<file path="config.mk">
export PLATFORM = sky130hd
export DESIGN_NAME = chunk_transfer_ctrl_flat
export DESIGN_NICKNAME = d
export VERILOG_FILES = /design/src/rtl/chunk_transfer_ctrl_if.sv /design/src/rtl/chunk_transfer_ctrl.sv /design/src/flat_wrapper.sv
export SDC_FILE = /design/constraint.sdc
export NUM_CORES = 1
export LEC_CHECK = 0
export CORE_ASPECT_RATIO = 2
export CORE_MARGIN = 2
export CORE_UTILIZATION = 43
export CTS_BUF_LIST = sky130_fd_sc_hd__clkbuf_8
export CTS_CLUSTER_DIAMETER = 200
export DETAILED_ROUTE_END_ITERATION = 16
export PLACE_DENSITY = 0.88
export SETUP_SLACK_MARGIN = 0.1
export SYNTH_ARGS = -nofsm -noshare
export SYNTH_HDL_FRONTEND = slang
export SYNTH_SLANG_ARGS = --single-unit
</file>
<file path="constraint.sdc">
create_clock -name m00_axis_aclk -period 2.83 [get_ports m00_axis_aclk]
set_input_delay 0.566 -clock m00_axis_aclk [delete_from_list [all_inputs] [get_ports m00_axis_aclk]]
set_output_delay 0.566 -clock m00_axis_aclk [all_outputs]
set_load 0.02 [all_outputs]
</file>
<file path="src/rtl/chunk_transfer_ctrl_if.sv">
// Signal bundle between the chunk transfer sequencer, the DDR streams, the BRAM cache port and the solver.
interface chunk_transfer_ctrl_if #(
  parameter int ADDR_W = 12,
  parameter int DATA_W = 16
);
  logic              start;
  logic              compute_done;
  logic [DATA_W-1:0] s_axis_tdata;
  logic              s_axis_tvalid;
  logic              s_axis_tready;
  logic              s_axis_tlast;
  logic              chunk_transfer_ready;
  logic              chunk_compute_ready;
  logic [ADDR_W-1:0] DDR_addr;
  logic              cache_wen;
  logic [DATA_W-1:0] cache_null_in, cache_n_in, cache_ne_in, cache_e_in, cache_se_in;
  logic [DATA_W-1:0] cache_s_in, cache_sw_in, cache_w_in, cache_nw_in;
  logic [DATA_W-1:0] cache_null_out, cache_n_out, cache_ne_out, cache_e_out, cache_se_out;
  logic [DATA_W-1:0] cache_s_out, cache_sw_out, cache_w_out, cache_nw_out;
  logic [DATA_W-1:0] m00_axis_tdata;
  logic              m00_axis_tvalid;
  logic              m00_axis_tready;
  logic              m00_axis_tlast;
  logic              busy;
  logic              err_tlast;

  modport master (
    input  start, compute_done, s_axis_tdata, s_axis_tvalid, s_axis_tlast, m00_axis_tready,
    input  cache_null_out, cache_n_out, cache_ne_out, cache_e_out, cache_se_out,
    input  cache_s_out, cache_sw_out, cache_w_out, cache_nw_out,
    output s_axis_tready, chunk_transfer_ready, chunk_compute_ready, DDR_addr, cache_wen,
    output cache_null_in, cache_n_in, cache_ne_in, cache_e_in, cache_se_in,
    output cache_s_in, cache_sw_in, cache_w_in, cache_nw_in,
    output m00_axis_tdata, m00_axis_tvalid, m00_axis_tlast, busy, err_tlast
  );

  modport slave (
    output start, compute_done, s_axis_tdata, s_axis_tvalid, s_axis_tlast, m00_axis_tready,
    output cache_null_out, cache_n_out, cache_ne_out, cache_e_out, cache_se_out,
    output cache_s_out, cache_sw_out, cache_w_out, cache_nw_out,
    input  s_axis_tready, chunk_transfer_ready, chunk_compute_ready, DDR_addr, cache_wen,
    input  cache_null_in, cache_n_in, cache_ne_in, cache_e_in, cache_se_in,
    input  cache_s_in, cache_sw_in, cache_w_in, cache_nw_in,
    input  m00_axis_tdata, m00_axis_tvalid, m00_axis_tlast, busy, err_tlast
  );
endinterface

</file>
<file path="src/rtl/chunk_transfer_ctrl.sv">
// Loads one LBM chunk from DDR into the nine direction BRAMs, hands it to the solver, then streams it back out.
// state     | meaning
// S_IDLE    | waiting for start, BRAMs unowned
// S_LOAD    | accepting inbound words, writing one cell per 9 words
// S_LDONE   | cache write of the final cell, inbound closed
// S_COMPUTE | solver owns the BRAMs
// S_UADDR   | unload: present cell address
// S_UWAIT   | unload: BRAM read latency
// S_UCAP    | unload: capture nine lanes
// S_USEND   | unload: stream nine words out
module chunk_transfer_ctrl #(
  parameter int ADDR_W      = 12,
  parameter int DATA_W      = 16,
  parameter int CHUNK_CELLS = 4096
) (
  input logic                 m00_axis_aclk,
  input logic                 m00_axis_aresetn,
  chunk_transfer_ctrl_if.master bus
);
  localparam logic [ADDR_W-1:0] LAST_CELL = ADDR_W'(CHUNK_CELLS - 1);

  typedef enum logic [2:0] {
    S_IDLE, S_LOAD, S_LDONE, S_COMPUTE, S_UADDR, S_UWAIT, S_UCAP, S_USEND
  } state_t;

  state_t            state_q, state_d;
  logic [ADDR_W-1:0] cell_q, cell_d, addr_q, addr_d;
  logic [3:0]        word_q, word_d;
  logic [DATA_W-1:0] lane_q [9];
  logic [DATA_W-1:0] lane_d [9];
  logic [DATA_W-1:0] tdata_q, tdata_d;
  logic err_q, err_d, wen_q, wen_d, tlast_q, tlast_d;
  logic xfer_q, xfer_d, comp_q, comp_d, s_rdy_q, s_rdy_d, m_vld_q, m_vld_d, busy_q, busy_d;
  logic s_hs, m_hs, last_cell;

  assign s_hs      = bus.s_axis_tvalid & s_rdy_q;
  assign m_hs      = m_vld_q & bus.m00_axis_tready;
  assign last_cell = (cell_q == LAST_CELL);

  always_ff @(posedge m00_axis_aclk) begin
    if (!m00_axis_aresetn) begin
      state_q <= S_IDLE;
      cell_q  <= '0;
      addr_q  <= '0;
      word_q  <= '0;
      for (int k = 0; k < 9; k++) lane_q[k] <= '0;
      tdata_q <= '0;
      {err_q, wen_q, tlast_q, xfer_q, comp_q, s_rdy_q, m_vld_q, busy_q} <= '0;
    end else begin
      state_q <= state_d;
      cell_q  <= cell_d;
      addr_q  <= addr_d;
      word_q  <= word_d;
      lane_q  <= lane_d;
      tdata_q <= tdata_d;
      {err_q, wen_q, tlast_q, xfer_q, comp_q, s_rdy_q, m_vld_q, busy_q} <=
        {err_d, wen_d, tlast_d, xfer_d, comp_d, s_rdy_d, m_vld_d, busy_d};
    end
  end

  // The lane registers double as the load holding regs and the unload capture regs;
  // cache_wen is never high while unloading, so driving cache_*_in from them is harmless.
  always_comb begin
    state_d = state_q;
    cell_d  = cell_q;
    addr_d  = addr_q;
    word_d  = word_q;
    lane_d  = lane_q;
    tdata_d = tdata_q;
    tlast_d = tlast_q;
    err_d   = err_q;
    wen_d   = 1'b0;
    case (state_q)
      S_IDLE: begin
        addr_d = '0;
        if (bus.start) begin
          state_d = S_LOAD;
          cell_d  = '0;
          word_d  = '0;
          err_d   = 1'b0;
        end
      end
      S_LOAD: begin
        if (s_hs) begin
          lane_d[word_q] = bus.s_axis_tdata;
          if (bus.s_axis_tlast != (last_cell && (word_q == 4'd8))) err_d = 1'b1;
          if (word_q == 4'd8) begin
            word_d = '0;
            wen_d  = 1'b1;
            addr_d = cell_q;
            if (last_cell) state_d = S_LDONE;
            else           cell_d  = cell_q + 1'b1;
          end else begin
            word_d = word_q + 4'd1;
          end
        end
      end
      S_LDONE: begin
        state_d = S_COMPUTE;
        addr_d  = '0;
      end
      S_COMPUTE: begin
        if (bus.compute_done) begin
          state_d = S_UADDR;
          cell_d  = '0;
          addr_d  = '0;
        end
      end
      S_UADDR: state_d = S_UWAIT;
      S_UWAIT: state_d = S_UCAP;
      S_UCAP: begin
        lane_d[0] = bus.cache_null_out;
        lane_d[1] = bus.cache_n_out;
        lane_d[2] = bus.cache_ne_out;
        lane_d[3] = bus.cache_e_out;
        lane_d[4] = bus.cache_se_out;
        lane_d[5] = bus.cache_s_out;
        lane_d[6] = bus.cache_sw_out;
        lane_d[7] = bus.cache_w_out;
        lane_d[8] = bus.cache_nw_out;
        tdata_d   = bus.cache_null_out;
        tlast_d   = 1'b0;
        word_d    = '0;
        state_d   = S_USEND;
      end
      S_USEND: begin
        if (m_hs) begin
          if (word_q == 4'd8) begin
            tdata_d = '0;
            tlast_d = 1'b0;
            word_d  = '0;
            if (last_cell) begin
              state_d = S_IDLE;
              addr_d  = '0;
            end else begin
              cell_d  = cell_q + 1'b1;
              addr_d  = cell_q + 1'b1;
              state_d = S_UADDR;
            end
          end else begin
            word_d  = word_q + 4'd1;
            tdata_d = lane_q[word_q + 4'd1];
            tlast_d = last_cell && (word_q == 4'd7);
          end
        end
      end
      default: state_d = S_IDLE;
    endcase
    xfer_d  = state_d inside {S_LOAD, S_LDONE, S_UADDR, S_UWAIT, S_UCAP, S_USEND};
    comp_d  = (state_d == S_COMPUTE);
    s_rdy_d = (state_d == S_LOAD);
    m_vld_d = (state_d == S_USEND);
    busy_d  = (state_d != S_IDLE);
  end

  assign bus.s_axis_tready        = s_rdy_q;
  assign bus.chunk_transfer_ready = xfer_q;
  assign bus.chunk_compute_ready  = comp_q;
  assign bus.DDR_addr             = addr_q;
  assign bus.cache_wen            = wen_q;
  assign bus.cache_null_in        = lane_q[0];
  assign bus.cache_n_in           = lane_q[1];
  assign bus.cache_ne_in          = lane_q[2];
  assign bus.cache_e_in           = lane_q[3];
  assign bus.cache_se_in          = lane_q[4];
  assign bus.cache_s_in           = lane_q[5];
  assign bus.cache_sw_in          = lane_q[6];
  assign bus.cache_w_in           = lane_q[7];
  assign bus.cache_nw_in          = lane_q[8];
  assign bus.m00_axis_tdata       = tdata_q;
  assign bus.m00_axis_tvalid      = m_vld_q;
  assign bus.m00_axis_tlast       = tlast_q;
  assign bus.busy                 = busy_q;
  assign bus.err_tlast            = err_q;
endmodule

</file>
<file path="src/flat_wrapper.sv">
// flat-port wrapper written by rule: the top's interface ports become plain ports
module chunk_transfer_ctrl_flat 
#(
  parameter int ADDR_W      = 12,
  parameter int DATA_W      = 16,
  parameter int CHUNK_CELLS = 4096
)
  (m00_axis_aclk, m00_axis_aresetn, bus_start, bus_compute_done, bus_s_axis_tdata, bus_s_axis_tvalid, bus_s_axis_tlast, bus_m00_axis_tready, bus_cache_null_out, bus_cache_n_out, bus_cache_ne_out, bus_cache_e_out, bus_cache_se_out, bus_cache_s_out, bus_cache_sw_out, bus_cache_w_out, bus_cache_nw_out, bus_s_axis_tready, bus_chunk_transfer_ready, bus_chunk_compute_ready, bus_DDR_addr, bus_cache_wen, bus_cache_null_in, bus_cache_n_in, bus_cache_ne_in, bus_cache_e_in, bus_cache_se_in, bus_cache_s_in, bus_cache_sw_in, bus_cache_w_in, bus_cache_nw_in, bus_m00_axis_tdata, bus_m00_axis_tvalid, bus_m00_axis_tlast, bus_busy, bus_err_tlast);
  chunk_transfer_ctrl_if #(.ADDR_W(ADDR_W), .DATA_W(DATA_W)) bus_i ();
  input logic m00_axis_aclk;
  input logic m00_axis_aresetn;
  input wire logic [$bits(bus_i.start)-1:0] bus_start;
  input wire logic [$bits(bus_i.compute_done)-1:0] bus_compute_done;
  input wire logic [$bits(bus_i.s_axis_tdata)-1:0] bus_s_axis_tdata;
  input wire logic [$bits(bus_i.s_axis_tvalid)-1:0] bus_s_axis_tvalid;
  input wire logic [$bits(bus_i.s_axis_tlast)-1:0] bus_s_axis_tlast;
  input wire logic [$bits(bus_i.m00_axis_tready)-1:0] bus_m00_axis_tready;
  input wire logic [$bits(bus_i.cache_null_out)-1:0] bus_cache_null_out;
  input wire logic [$bits(bus_i.cache_n_out)-1:0] bus_cache_n_out;
  input wire logic [$bits(bus_i.cache_ne_out)-1:0] bus_cache_ne_out;
  input wire logic [$bits(bus_i.cache_e_out)-1:0] bus_cache_e_out;
  input wire logic [$bits(bus_i.cache_se_out)-1:0] bus_cache_se_out;
  input wire logic [$bits(bus_i.cache_s_out)-1:0] bus_cache_s_out;
  input wire logic [$bits(bus_i.cache_sw_out)-1:0] bus_cache_sw_out;
  input wire logic [$bits(bus_i.cache_w_out)-1:0] bus_cache_w_out;
  input wire logic [$bits(bus_i.cache_nw_out)-1:0] bus_cache_nw_out;
  output wire logic [$bits(bus_i.s_axis_tready)-1:0] bus_s_axis_tready;
  output wire logic [$bits(bus_i.chunk_transfer_ready)-1:0] bus_chunk_transfer_ready;
  output wire logic [$bits(bus_i.chunk_compute_ready)-1:0] bus_chunk_compute_ready;
  output wire logic [$bits(bus_i.DDR_addr)-1:0] bus_DDR_addr;
  output wire logic [$bits(bus_i.cache_wen)-1:0] bus_cache_wen;
  output wire logic [$bits(bus_i.cache_null_in)-1:0] bus_cache_null_in;
  output wire logic [$bits(bus_i.cache_n_in)-1:0] bus_cache_n_in;
  output wire logic [$bits(bus_i.cache_ne_in)-1:0] bus_cache_ne_in;
  output wire logic [$bits(bus_i.cache_e_in)-1:0] bus_cache_e_in;
  output wire logic [$bits(bus_i.cache_se_in)-1:0] bus_cache_se_in;
  output wire logic [$bits(bus_i.cache_s_in)-1:0] bus_cache_s_in;
  output wire logic [$bits(bus_i.cache_sw_in)-1:0] bus_cache_sw_in;
  output wire logic [$bits(bus_i.cache_w_in)-1:0] bus_cache_w_in;
  output wire logic [$bits(bus_i.cache_nw_in)-1:0] bus_cache_nw_in;
  output wire logic [$bits(bus_i.m00_axis_tdata)-1:0] bus_m00_axis_tdata;
  output wire logic [$bits(bus_i.m00_axis_tvalid)-1:0] bus_m00_axis_tvalid;
  output wire logic [$bits(bus_i.m00_axis_tlast)-1:0] bus_m00_axis_tlast;
  output wire logic [$bits(bus_i.busy)-1:0] bus_busy;
  output wire logic [$bits(bus_i.err_tlast)-1:0] bus_err_tlast;
  assign bus_i.start = bus_start;
  assign bus_i.compute_done = bus_compute_done;
  assign bus_i.s_axis_tdata = bus_s_axis_tdata;
  assign bus_i.s_axis_tvalid = bus_s_axis_tvalid;
  assign bus_i.s_axis_tlast = bus_s_axis_tlast;
  assign bus_i.m00_axis_tready = bus_m00_axis_tready;
  assign bus_i.cache_null_out = bus_cache_null_out;
  assign bus_i.cache_n_out = bus_cache_n_out;
  assign bus_i.cache_ne_out = bus_cache_ne_out;
  assign bus_i.cache_e_out = bus_cache_e_out;
  assign bus_i.cache_se_out = bus_cache_se_out;
  assign bus_i.cache_s_out = bus_cache_s_out;
  assign bus_i.cache_sw_out = bus_cache_sw_out;
  assign bus_i.cache_w_out = bus_cache_w_out;
  assign bus_i.cache_nw_out = bus_cache_nw_out;
  assign bus_s_axis_tready = bus_i.s_axis_tready;
  assign bus_chunk_transfer_ready = bus_i.chunk_transfer_ready;
  assign bus_chunk_compute_ready = bus_i.chunk_compute_ready;
  assign bus_DDR_addr = bus_i.DDR_addr;
  assign bus_cache_wen = bus_i.cache_wen;
  assign bus_cache_null_in = bus_i.cache_null_in;
  assign bus_cache_n_in = bus_i.cache_n_in;
  assign bus_cache_ne_in = bus_i.cache_ne_in;
  assign bus_cache_e_in = bus_i.cache_e_in;
  assign bus_cache_se_in = bus_i.cache_se_in;
  assign bus_cache_s_in = bus_i.cache_s_in;
  assign bus_cache_sw_in = bus_i.cache_sw_in;
  assign bus_cache_w_in = bus_i.cache_w_in;
  assign bus_cache_nw_in = bus_i.cache_nw_in;
  assign bus_m00_axis_tdata = bus_i.m00_axis_tdata;
  assign bus_m00_axis_tvalid = bus_i.m00_axis_tvalid;
  assign bus_m00_axis_tlast = bus_i.m00_axis_tlast;
  assign bus_busy = bus_i.busy;
  assign bus_err_tlast = bus_i.err_tlast;
  chunk_transfer_ctrl #(.ADDR_W(ADDR_W), .DATA_W(DATA_W), .CHUNK_CELLS(CHUNK_CELLS)) u_core (.m00_axis_aclk(m00_axis_aclk), .m00_axis_aresetn(m00_axis_aresetn), .bus(bus_i));
endmodule
</file>
Word level (Yosys, flattened, before mapping)
Cells that the tools add are included.

Shift operators: 0. Reductions and logical operators: 20. $mul: 0. Eq/ne operators: 25. Mux-type cells: 46. $lt $le $gt $ge: 3. Add/subtract/negate cells: 2. Bitwise operators: 4. Div/mod/pow operators: 0.

Operators with widths (number): $pmux W144 S2 (1); $bwmux W144 (1); $mux W144 (1); $mux W12 (11); $pmux W12 S4 (2); $mux W16 (5); $bmux W16 S4 (1); $demux W16 S4 (1); $pmux W16 S2 (1); $eq A3 B3 Y1 const B (8); $mux W3 (8); $pmux W3 S8 (1); $mux W4 (4); $pmux W4 S4 (1); $add A12 B1 Y12 const B (1); $eq A12 B12 Y1 const B (1); $eq A3 B2 Y1 const B (4); $reduce_bool A4 Y1 (3); $ge A5 B5 Y1 const B (2); $ne A2 B1 Y1 const B (5); $not A4 Y5 (2); $reduce_and A4 Y1 (2); $eq A3 B1 Y1 const B (2); $mux W1 (6); other kinds (18) (26).

Bits in latches: 0. ROM bits: 0. Output and inout port bits: 180. Register bits: 199. Logic and storage cells: 122. Bits in writable memories: 0. Memories: 0.

Depth between registers and ports, before layout
Depth in word-level cells: 8. Gate-level depth with buffers: 11. Mapped depth without buffers: 7.

Worst setup path before layout
Ideal clock, no wire load.

Path type: register to register. Start: reg u_core.word_q[0]. End: reg u_core.tdata_q[10], in the netlist u_core.bus.m00_axis_tdata[10]. Stages on the path, launching flop included: 12. Library setup time: 128 ps. Path slack: 116 ps. Path buffers: 4. Data arrival time: 2586 ps. Cells stage by stage: dfxtp_1 -> buf_2 -> buf_4 -> inv_1 -> ha_1 -> buf_4 -> buf_2 -> mux4_2 -> nand2_1 -> a21oi_1 -> a2111oi_0 -> nor2_1.

Cells in the longest elaborated chain, start to end: 8. Elaborated cells between the ends (all ways): 9.

Ends and longest elaborated chain: from (decl) (line chunk_transfer_ctrl.sv:28) `logic [3:0] word_q, word_d;`; from (signal assigned) (line chunk_transfer_ctrl.sv:53) `word_q <= word_d;`; $add A4 B1 Y4 (line chunk_transfer_ctrl.sv:142) `tdata_d = lane_q[word_q + 4'd1];`; $not A4 Y5 (not written as such) (line chunk_transfer_ctrl.sv:142); $bmux W16 S4 (line chunk_transfer_ctrl.sv:142); $mux W16 (not written as such) (2 in series) (line chunk_transfer_ctrl.sv:142); $mux W16 (*) (line chunk_transfer_ctrl.sv:128) `if (word_q == 4'd8) begin`; $mux W16 (*) (line chunk_transfer_ctrl.sv:127) `if (m_hs) begin`; $pmux W16 S2 (*) (line chunk_transfer_ctrl.sv:73) `case (state_q)`; to (signal assigned) (line chunk_transfer_ctrl.sv:55) `tdata_q <= tdata_d;`; to (decl) (line chunk_transfer_ctrl.sv:31) `logic [DATA_W-1:0] tdata_q, tdata_d;`.

Mark *: on every way between the ends. The rest lies on a longest branch, timed or not. The select of a mux whose other input is x is not followed. A chain may end at the register's enable or synchronous reset.

Final worst setup path
Start: reg u_core.state_q[0]. End: reg u_core.lane_q (netlist bit u_core.bus.cache_s_in[3]).

Cells in the longest elaborated chain, start to end: 3. Elaborated cells between the ends (all ways): 6.

Ends and longest elaborated chain: from (decl) (line chunk_transfer_ctrl.sv:26) `state_t state_q, state_d;`; from (signal assigned) (line chunk_transfer_ctrl.sv:50) `state_q <= state_d;`; $eq A3 B1 Y1 or $eq A3 B3 Y1 (tied branches) (line chunk_transfer_ctrl.sv:73); $ne A2 B1 Y1 (no source line) or $reduce_bool A2 Y1 (tied branches); $reduce_and A2 Y1 (no source line); to (signal assigned) (line chunk_transfer_ctrl.sv:54) `lane_q <= lane_d;`; to (decl) (line chunk_transfer_ctrl.sv:29) `logic [DATA_W-1:0] lane_q [9];`.

Parallel ways exist; a longest one is shown, timed or not.

==> flow_metrics.tcl <==
set metrics [dict create \
    reg2reg_setup_slack_ps 160 \
    dpl-instance-area_um2 13950 \
    yosysSeqAreaShare 0.3865 \
    grt_max_degree 289 \
    grt_setup_unrepaired "true" \
    clockRootBuffer "clkbuf_8" \
    start_util 0.4345 \
    synthSimpleGateAreaFrac 0.1038 \
    fin_nets 1594 \
    area_delta_synth_final_pct 39.28 \
    hold_slack_ps 480.4 \
    worstPathArrival_ps 3120 \
    netlist_instances 1138 \
    min_period_over_period 0.9421 \
    tns_ps 0 \
    critPathCaptureType "register" \
    port_buffers 346 \
    detail_route.wl_per_cell_um 25.06 \
    synthFlopType "dfxtp_1" \
    grtUsageTotal 0.3357 \
    core_area_um2 23720 \
    ir_drop_mv 0.2666 \
    finalHoldViolCount 0 \
    p_per_area_nw_per_um2 378.3 \
    synth_top_family_by_area "compound AO/OA/AOI/OAI gates" \
    cts_buffer_depth 2 \
    synth_warnings 0 \
    insertion_delay_ps 530 \
    cts_resized 0 \
    fp-row-count 80 \
    synth-seq-cells 199 \
    grt_pass1_vias 10440 \
    synth_mux_area_frac 0.2098 \
    grt_pass1_wl_um 63740 \
    syn_area_um2 10310 \
    wl_um 43280 \
    cts_hold_buf 0 \
    final_antenna_net_count 0 \
    netlist-cell-type-count 72 \
    max-cap-violations 0 \
    postSynthAreaPerCell_um2 9.057 \
    synth_compound_gate_area_share 0.2355 \
    period_needed_ps 2666 \
    worstMarginPinSlew_ps 1261 \
    critical-path-top-delay-family "buffers and inverters" \
    crit_chain "buf_4, inv_2, nand3_4, buf_12, o21ai_0, a21oi_1" \
    firstDrtPassIters 6 \
    hold_class "register to register" \
    dieArea_um2 25300 \
    vias_per_cell 6.124 \
    maxClockFrequency_mhz 375.1 \
    vias 10580 \
    drt-initial-drc-count 1125 \
    synth_fa_ha_area_frac 0.006069 \
    cp-start-kind "register" \
    path_max_fanout 288 \
    dp_hpwl_um 32120 \
    slew_viol_final 0 \
    status "complete, no violations" \
    final_cell_area_um2 14360 \
    chipHeight_um 223.0 \
    cts_tree "built" \
    yosys.area_share.xor_xnor 0.005098 \
    critPathRequiredTime_ps 3280 \
    crit_buf_inv 3 \
    htreeDepth 4 \
    cts_setup_buffers 0 \
    antenna_found_initial 4 \
    crit_type "register to register" \
    gp_congestion 0.9596 \
    die-width_um 113.5 \
    cts_buffers 17 \
    slowest_delay_ps 610 \
    synth_edf_count 0 \
    p_leak_nw 5.693 \
    drive_gt1_frac 0.08850 \
    clock_sinks 199 \
    path_clk_slew_ps 100 \
    slowest_stage "dfxtp_1" \
    io_pins 347 \
    synth_nets 1310 \
    finClkSkew_ps 18.15 \
    setup_viol 0 \
    slew_headroom 0.1593 \
    grt.overflow.total 0 \
    drc 0 \
    async_flop_share 0 \
]
## routing by layer
metal	vias up	part of all wire	track usage
li1	4781	-	-
met1	5047	0.35	0.3527
met2	580	0.50	0.5704
met3	166	0.072	0.07607
met4	2	0.079	0.2600
met5	-	0.00030	0
## through the flow
stage                       util  instances  total power, W  worst slack [ps]
after floorplan                -       1138        0.003179             116.3
after CTS                 0.6045       1722        0.005449             273.3
final                     0.6052       1727        0.005431             163.7
after global placement    0.5879       1690        0.003575             320.2
after detailed placement  0.5879       1690        0.003574             292.9
after global routing      0.6050       1725        0.005579             66.43
## worst register-to-register path, stage by stage (launching register included)
cell     delay [ps]
dfxtp_1         610
buf_4           240
inv_2           130
nand3_4         130
buf_12          610
o21ai_0         670
a21oi_1         200
## registers in the layout, indices dropped and copies added, names as in the netlist, 4 cells and up
signal,flops
u_core.bus.cache_e_in,16
u_core.bus.cache_sw_in,16
u_core.cell_q,12
u_core.bus.cache_null_in,16
u_core.bus.cache_w_in,16
u_core.bus.cache_nw_in,16
u_core.bus.m00_axis_tdata,16
u_core.bus.cache_n_in,16
u_core.bus.DDR_addr,12
u_core.bus.cache_ne_in,16
u_core.word_q,4
u_core.bus.cache_s_in,16
u_core.bus.cache_se_in,16
## final cells by class
cell class | instances | area [µm²]
antenna | 5 | 12.51
inverter | 9 | 33.78
sequential | 199 | 3985
tap | 287 | 359.1
timing repair buffer | 379 | 3759
clock buffer | 19 | 261.5
multi-input combinational | 816 | 5813
fill | 2002 | 9366
clock inverter | 13 | 132.6
## cell usage in the layout, fill, tap and decap left out, drive strengths merged, types with 7 or more instances in the layout
cell type,netlist,routed
inv,9,14
o21ai,176,176
mux4,32,32
a21oi,180,180
a221oi,7,7
nand4,13,13
clkbuf,73,19
nor2b,12,12
a2111oi,10,10
a31oi,9,9
dfxtp,199,199
o221ai,10,10
buf,41,34
nand2,68,68
a211oi,17,17
nor2,48,48
mux2i,144,144
nand3,13,13
nor3,7,7
clkdlybuf4s50,0,345
## logic make-up after synthesis
group,count (synthesis)
simple gates,198
compound gates,431
mux,176
xor+xnor,6
fa+ha+maj,5
flops,199
buf+inv,123
## where the power goes
group	internal (W)	switching (W)
logic	0.000342	0.000333
clock network	0.000825	0.00109
registers	0.00282	0.0000210
total	0.00399	0.00144
## synthesized netlist by cell type (4+ instances only)
library cell,instances,share of area
dfxtp_1,199,0.39
a21oi_1,178,0.086
o21ai_0,174,0.084
mux2i_1,144,0.14
clkbuf_1,72,0.026
nand2_1,68,0.025
nor2_1,46,0.017
mux4_2,32,0.070
buf_2,27,0.013
a211oi_1,17,0.012
nand3_1,12,0.0058
nor2b_1,12,0.0073
o221ai_1,10,0.0085
a2111oi_0,9,0.0076
a31oi_1,9,0.0055
inv_1,8,0.0029
nand4_2,8,0.0097
a221oi_1,7,0.0059
buf_1,5,0.0018
buf_4,5,0.0036
ha_1,5,0.0061
nand4b_1,5,0.0042
nor3_1,5,0.0024
or3_1,5,0.0030
xnor2_1,5,0.0042
nand3b_1,4,0.0029
nand4_1,4,0.0024
## final timing paths
kind | from | cells after the start | end
setup / recovery | u_core.state_q[0] | 6 | u_core.bus.cache_s_in[3]
hold / removal | u_core.bus.cache_nw_in[15] | 2 | u_core.bus.m00_axis_tdata[15]
setup reg to reg | u_core.state_q[0] | 6 | u_core.bus.cache_s_in[3]
hold reg to reg | u_core.bus.cache_nw_in[15] | 2 | u_core.bus.m00_axis_tdata[15]
No activity file was read; power rests on OpenSTA's default activity.
